<file path="config.mk">
export PLATFORM = sky130hd
export DESIGN_NAME = sum_serie_ctrl
export DESIGN_NICKNAME = d
export VERILOG_FILES = /design/src/rtl/sum_serie_ctrl.sv
export SDC_FILE = /design/constraint.sdc
export NUM_CORES = 1
export LEC_CHECK = 0
export CORE_AREA = 2 2 95 74
export CTS_CLUSTER_SIZE = 25
export DETAILED_ROUTE_END_ITERATION = 12
export DIE_AREA = 0 0 97 76
export GPL_ROUTABILITY_DRIVEN = 0
export HOLD_SLACK_MARGIN = 0.05
export PLACE_DENSITY = 0.7
export SYNTH_ARGS = -nofsm -noshare
export SYNTH_HDL_FRONTEND = slang
export SYNTH_SLANG_ARGS = --single-unit
</file>
<file path="constraint.sdc">
create_clock -name clk -period 5.45 [get_ports clk]
set_clock_uncertainty 0.15 [all_clocks]
set_input_delay 1.635 -clock clk [delete_from_list [all_inputs] [get_ports clk]]
set_output_delay 1.635 -clock clk [all_outputs]
set_load 0.005 [all_outputs]
</file>
<file path="src/rtl/sum_serie_ctrl.sv">
// Multi-nibble adder: one shared 4-bit ripple adder, one nibble per clock, LSB nibble first.
// The carry between nibbles is held in a register.

module Sum4bit (
   input  logic [3:0] a,
   input  logic [3:0] b,
   input  logic       ci,
   output logic [3:0] s,
   output logic       co
);
   logic [4:0] c;

   assign c[0] = ci;
   for (genvar i = 0; i < 4; i++) begin : g_fa
      assign s[i]   = a[i] ^ b[i] ^ c[i];
      assign c[i+1] = (a[i] & b[i]) | (c[i] & (a[i] ^ b[i]));
   end
   assign co = c[4];
endmodule

// state | meaning
// IDLE  | waiting for start; s/co hold the last result
// RUN   | one nibble added per edge, NIB edges in total
// DONE  | one-cycle done pulse; start here begins the next operation at once
module sum_serie_ctrl #(
   parameter int NIB = 4
) (
   input  logic             clk,
   input  logic             rst_n,
   input  logic             start,
   input  logic [4*NIB-1:0] a,
   input  logic [4*NIB-1:0] b,
   input  logic             ci,
   output logic             busy,
   output logic             done,
   output logic [4*NIB-1:0] s,
   output logic             co
);
   localparam int W  = 4 * NIB;
   localparam int CW = $clog2(NIB + 1);

   typedef enum logic [1:0] {S_IDLE, S_RUN, S_DONE} state_t;

   state_t         state_q, state_d;
   logic [W-1:0]   ra_q, ra_d;
   logic [W-1:0]   rb_q, rb_d;
   logic [W-1:0]   rs_q, rs_d;
   logic           rc_q, rc_d;
   logic [CW-1:0]  cnt_q, cnt_d;
   logic [W-1:0]   s_q, s_d;
   logic           co_q, co_d;

   logic [3:0]     nib_sum;
   logic           nib_co;

   Sum4bit u_add (
      .a  (ra_q[3:0]),
      .b  (rb_q[3:0]),
      .ci (rc_q),
      .s  (nib_sum),
      .co (nib_co)
   );

   always_ff @(posedge clk) begin
      if (!rst_n) begin
         state_q <= S_IDLE;
         ra_q    <= '0;
         rb_q    <= '0;
         rs_q    <= '0;
         rc_q    <= 1'b0;
         cnt_q   <= '0;
         s_q     <= '0;
         co_q    <= 1'b0;
      end else begin
         state_q <= state_d;
         ra_q    <= ra_d;
         rb_q    <= rb_d;
         rs_q    <= rs_d;
         rc_q    <= rc_d;
         cnt_q   <= cnt_d;
         s_q     <= s_d;
         co_q    <= co_d;
      end
   end

   always_comb begin
      state_d = state_q;
      ra_d    = ra_q;
      rb_d    = rb_q;
      rs_d    = rs_q;
      rc_d    = rc_q;
      cnt_d   = cnt_q;
      s_d     = s_q;
      co_d    = co_q;

      case (state_q)
         S_IDLE, S_DONE: begin
            if (start) begin
               ra_d    = a;
               rb_d    = b;
               rc_d    = ci;
               rs_d    = '0;
               cnt_d   = '0;
               state_d = S_RUN;
            end else begin
               state_d = S_IDLE;
            end
         end
         S_RUN: begin
            ra_d  = ra_q >> 4;
            rb_d  = rb_q >> 4;
            // New nibble enters at the top so that after NIB shifts nibble 0 sits at [3:0].
            rs_d  = rs_q >> 4;
            rs_d[W-1 -: 4] = nib_sum;
            rc_d  = nib_co;
            cnt_d = cnt_q + CW'(1);
            if (cnt_q == CW'(NIB - 1)) begin
               s_d     = rs_d;
               co_d    = nib_co;
               state_d = S_DONE;
            end
         end
         default: state_d = S_IDLE;
      endcase
   end

   assign busy = (state_q == S_RUN);
   assign done = (state_q == S_DONE);
   assign s    = s_q;
   assign co   = co_q;
endmodule

</file>
Yosys cells after proc, flatten, opt, wreduce, memory -nomap -nowiden. Index checks and enable logic that the tools add are counted.

Eq/ne operators: 5. Bitwise operators: 20. Reduce and logical (&&, ||, !) cells: 5. Multiplexer cells: 13. Add/sub/neg operators: 1.

Operators with widths (count): $pmux W16 S2 (3); $mux W16 (3); $and A1 B1 Y1 (8); $xor A1 B1 Y1 (8); $pmux W3 S2 (1); $or A1 B1 Y1 (4); $pmux W2 S2 (1); $reduce_and A2 Y1 (2); $add A3 B1 Y3 const B (1); $eq A3 B2 Y1 const B (1); $mux W3 (1); $eq A2 B1 Y1 const B (1); $eq A2 B2 Y1 const B (1); $logic_not A2 Y1 (1); $mux W1 (2); $mux W2 (1); $ne A2 B1 Y1 const B (1); $ne A2 B2 Y1 const B (1); $pmux W1 S2 (1); $reduce_bool A2 Y1 (1); $reduce_or A2 Y1 (1).

Register bits after elaboration: 71. Input port bits: 36.

Longest topological paths before layout.
Depth after elaboration: 10. Mapped depth: 9. Mapped depth without buffers: 9.

Modules after synthesis. From an unflattened synthesis, not the netlist that was laid out.

Cell total of the unflattened synthesis: 342. Area, all modules: 2810.2 um^2.

Modules (own cells, without submodules): sum_serie_ctrl (cells each 328, instances 1, sequential area each 1341.3 um^2, area an instance 2692.6 um^2); Sum4bit (cells each 14, instances 1, sequential area each 0.0 um^2, area an instance 117.6 um^2).

Worst setup path after synthesis. Ideal clock, no wire load.

Path type: register to output. From: reg state_q[1]. To: out busy. Buffers on the path: 2. Data required time: 3665 ps. Arrival: 758 ps. Stages on the path, launching flop included: 5. Slack: 2907 ps. Cells stage by stage: dfxtp_1 nand2b_1 buf_6 inv_2 buf_4.

Longest elaborated chain between the ends: 1.

RTL lines: start: declaration (line 44) `state_t state_q, state_d;`; start signal: assignment (line 75) `state_q <= state_d;`; $eq A2 B1 Y1 (line 127) `assign busy = (state_q == S_RUN);`; end: declaration (line 34) `output logic busy,`.

No other way between the ends.

Worst setup path after layout.
From: reg state_q[0]. To: out busy.

Same word-level chain as after synthesis.

==> qor.csv <==
stage,metric,value,unit
run_status,status,"finished, final reports clean",
worst_hold_path,Hold WC Path Type,reg -> reg,
global_routing,initial antenna violation count,0,
finish,fill count,630,
finish,synthesis-to-layout area growth,23.7,%
drt,vias per inst,5.05,
timing,RSZ-0062 raised after global routing,no,
yosys,Synth Warn #,0,
critical_path,reg-to-reg endpoint,rs_q[15],
drt,via count,2343,
clocking,clk buf depth,2,
global_routing,met1 Resource Use GR,0.210,
clocking,"Reg clk slew, reported paths",0.07,ns
drt,drt pass-1 iters,5,
floorplanning,core area,6540,um^2
critical_path,crit path from,state_q[0],
power_and_ir_drop,Worst VDD drop,0.153,mV
worst_hold_path,Hold Path Origin,rb_q[13],
power_and_ir_drop,pwr dens,293,nW/um^2
yosys,share of the synthesized area in the top cell type,0.476,
finish,final core occ,0.533,
timing,Final setup viols,0,
clocking,Post-CTS Hold Buffers,0,
yosys,post-synthesis sequential area ratio,0.476,
yosys,synthesized area per cell,8.39,um^2
yosys,syn nets,378,
floorplanning,Initial Utilization,0.431,
global_routing,Total GRT Usage,0.162,
global_routing,grt ovf,0,
global_routing,first-pass GRT wire length,9760,um
clocking,CTS tree,done,
clocking,clock sink total,67,
finish,Nets,417,
critical_path,"CP delay by family, top",buffers and inverters,
finish,Inserted Diodes,0,
critical_path,WP data required,3.67,ns
yosys,"area leader, netlist",dfxtp_1,
critical_path,Worst Path Buf+Inv,2,
clocking,total CTS buffers,9,
critical_path,Reg2Reg Launch Point,ra_q[0],
power_and_ir_drop,Leak Pwr,0.00128,uW
critical_path,crit-path max FO,13,
critical_path,"Max stage delay cell, worst path",clkdlybuf4s50_1,
clocking,post-cts resize count,0,
critical_path,worst-path cell chain,"nand2b_2, inv_2, clkdlybuf4s50_1",
drt,antenna-violating nets left,0,
timing,Worst Tran Pin Value,0.945,ns
place,port buffer count,54,
global_routing,largest net degree at the start of global routing,78,
yosys,Synth cell types,28,
yosys,Syn Inst Count,336,
global_routing,vias in the first global route,2118,
place,DP HPWL,3740,um
critical_path,flop2flop setup slack,3.14,ns
yosys,post-synthesis register bit count,67,
clocking,buffer count from post-CTS setup fixing,0,
global_routing,met3 Use GR,0.0725,
timing,clock period minus worst slack,3.41,ns
critical_path,Worst setup SP type,flop,
critical_path,CP max stage delay,0.55,ns
drt,routed length per instance,12.2,um
drt,DRT iter0 DRCs,103,
job,Max Cap Viol,0,
timing,final period utilization,0.625,
worst_hold_path,hold path depth,2,
timing,setup TNS,0,ns
floorplanning,FP Rows,26,
timing,Slew Limit Headroom,0.370,
floorplanning,IO Pins,55,
global_routing,routing usage on met2,0.251,
critical_path,Worst R2R Path Depth,9,
yosys,Synth area leaders,"dfxtp_1, nand2_1, a31oi_1, a21boi_0, a21boi_1",
worst_hold_path,Hold Path End,rb_q[13],
critical_path,Worst Path Arrival,1.62,ns
critical_path,Setup CP Type,reg -> out,
critical_path,kind of end point of the critical path,primary output,
timing,Final Hold Vio Count,0,
floorplanning,Die X-Extent,97,um
floorplanning,die height,76,um
drt,drc violations,0,
clocking,worst skew pair latency,0.34,ns
global_routing,busiest layer in global routing,met2,
timing,max-slew violation count,0,
power_and_ir_drop,Design Power,1020,uW
floorplanning,die area,7370,um^2
yosys,Netlist Area Pre-Place,2820,um^2
finish,layout cells sized above 1,0.0579,
clocking,Root Driver,clkbuf_8,
drt,WL final,5670,um
timing,Max Freq,294,MHz
clocking,H-tree Lvls,3,
[layout by cell type (no fill, tap or decap)]
cell,count
nor2b_1,1
nand2b_2,1
nand2b_1,1
clkbuf_8,11
dfxtp_1,67
o21ai_1,6
nor3_1,1
nor2_1,4
and3_1,3
ha_1,2
o21a_1,4
a31oi_1,24
and3b_1,1
buf_4,3
o211a_1,3
clkinv_2,2
inv_2,1
clkinvlp_4,2
a21boi_0,18
nand2_1,98
buf_2,1
a21boi_1,16
o21ai_0,19
nand3b_1,1
fa_1,4
inv_1,8
a2bb2oi_1,1
clkbuf_1,1
nor2b_2,1
clkdlybuf4s50_1,53
and2_1,2
nand3_1,20
[synthesized netlist by cell type]
master and count:
fa_1 4, inv_1 8, and3b_1 1, and3_1 3, dfxtp_1 67, ha_1 2
o21ai_1 6, a21boi_1 16, a31oi_1 24, clkbuf_2 1, inv_2 1, o21a_1 4
nand2b_1 2, nor3_1 1, o211a_1 3, nor2_1 4, nand2_1 98, nand3_1 20
a21boi_0 18, o21ai_0 19, nand3b_1 1, buf_6 6, clkbuf_1 6, buf_4 2
and2_1 2, a2bb2oi_1 1, nor2b_1 2, buf_2 14
[state kept, by name, indices dropped and copies added (netlist names)]
signal and flops:
state_q 2, cnt_q 3, co 1, rc_q 1, rs_q 12, rb_q 16, s 16, ra_q 16
[area by class of cell]
| type | instances | area (um^2) | share of cell area |
|---|---|---|---|
| Inverter | 9 | 33.8 | 0.00968 |
| Clock buffer | 12 | 155 | 0.0445 |
| Sequential cell | 67 | 1340 | 0.385 |
| Clock inverter | 4 | 25.0 | 0.00717 |
| Timing Repair Buffer | 57 | 558 | 0.160 |
| Tap cell | 84 | 105 | 0.0301 |
| Multi-Input combinational cell | 231 | 1270 | 0.364 |
[power breakdown]
| part | switching [uW] | internal (uW) | total, uW |
|---|---|---|---|
| clock network | 182 | 188 | 370 |
| logic | 64.9 | 56.8 | 122 |
| registers | 15.0 | 515 | 530 |
| total | 262 | 761 | 1020 |
[kinds of logic (layout without fill, tap and decap cells)]
group,Yosys count,after routing,share of synthesized area
compound gates,91,91,0.213
fa+ha+maj,6,6,0.0373
buf+inv,38,82,0.0759
flops,67,67,0.476
simple gates,134,134,0.199
[worst max path at each step]
stage | to | slack [ns] | depth (start not counted)
2_1_floorplan | busy | 2.91 | 4
3_3_place_gp | state_q[0] | 1.90 | 5
3_5_place_dp | state_q[0] | 1.89 | 5
4_1_cts | busy | 2.03 | 3
5_1_grt | busy | 1.96 | 3
6_report | busy | 2.04 | 3
[routing by layer]
layer / vias up / share of wire
li1: 1203 / -
met1: 1089 / 0.48
met2: 51 / 0.47
met3: 0 / 0.054
met4: 0 / 0
met5: - / 0
[worst min-delay path, stage by stage, from the launching register on]
cell	delay, ns
dfxtp_1	0.31
nand3_1	0.06
a21boi_1	0.05
[stage by stage]
step	instances	setup slack [ns]	hold slack [ns]	instance area, um^2
CTS	464	2.03	0.316	3490
finish	464	2.04	0.312	3490
detailed placement	448	1.89	0.306	3310
global placement	448	1.90	0.300	3310
global route	464	1.96	0.335	3490
floorplan	336	2.91	0.290	2820
No activity file was read; power rests on OpenSTA's default activity.
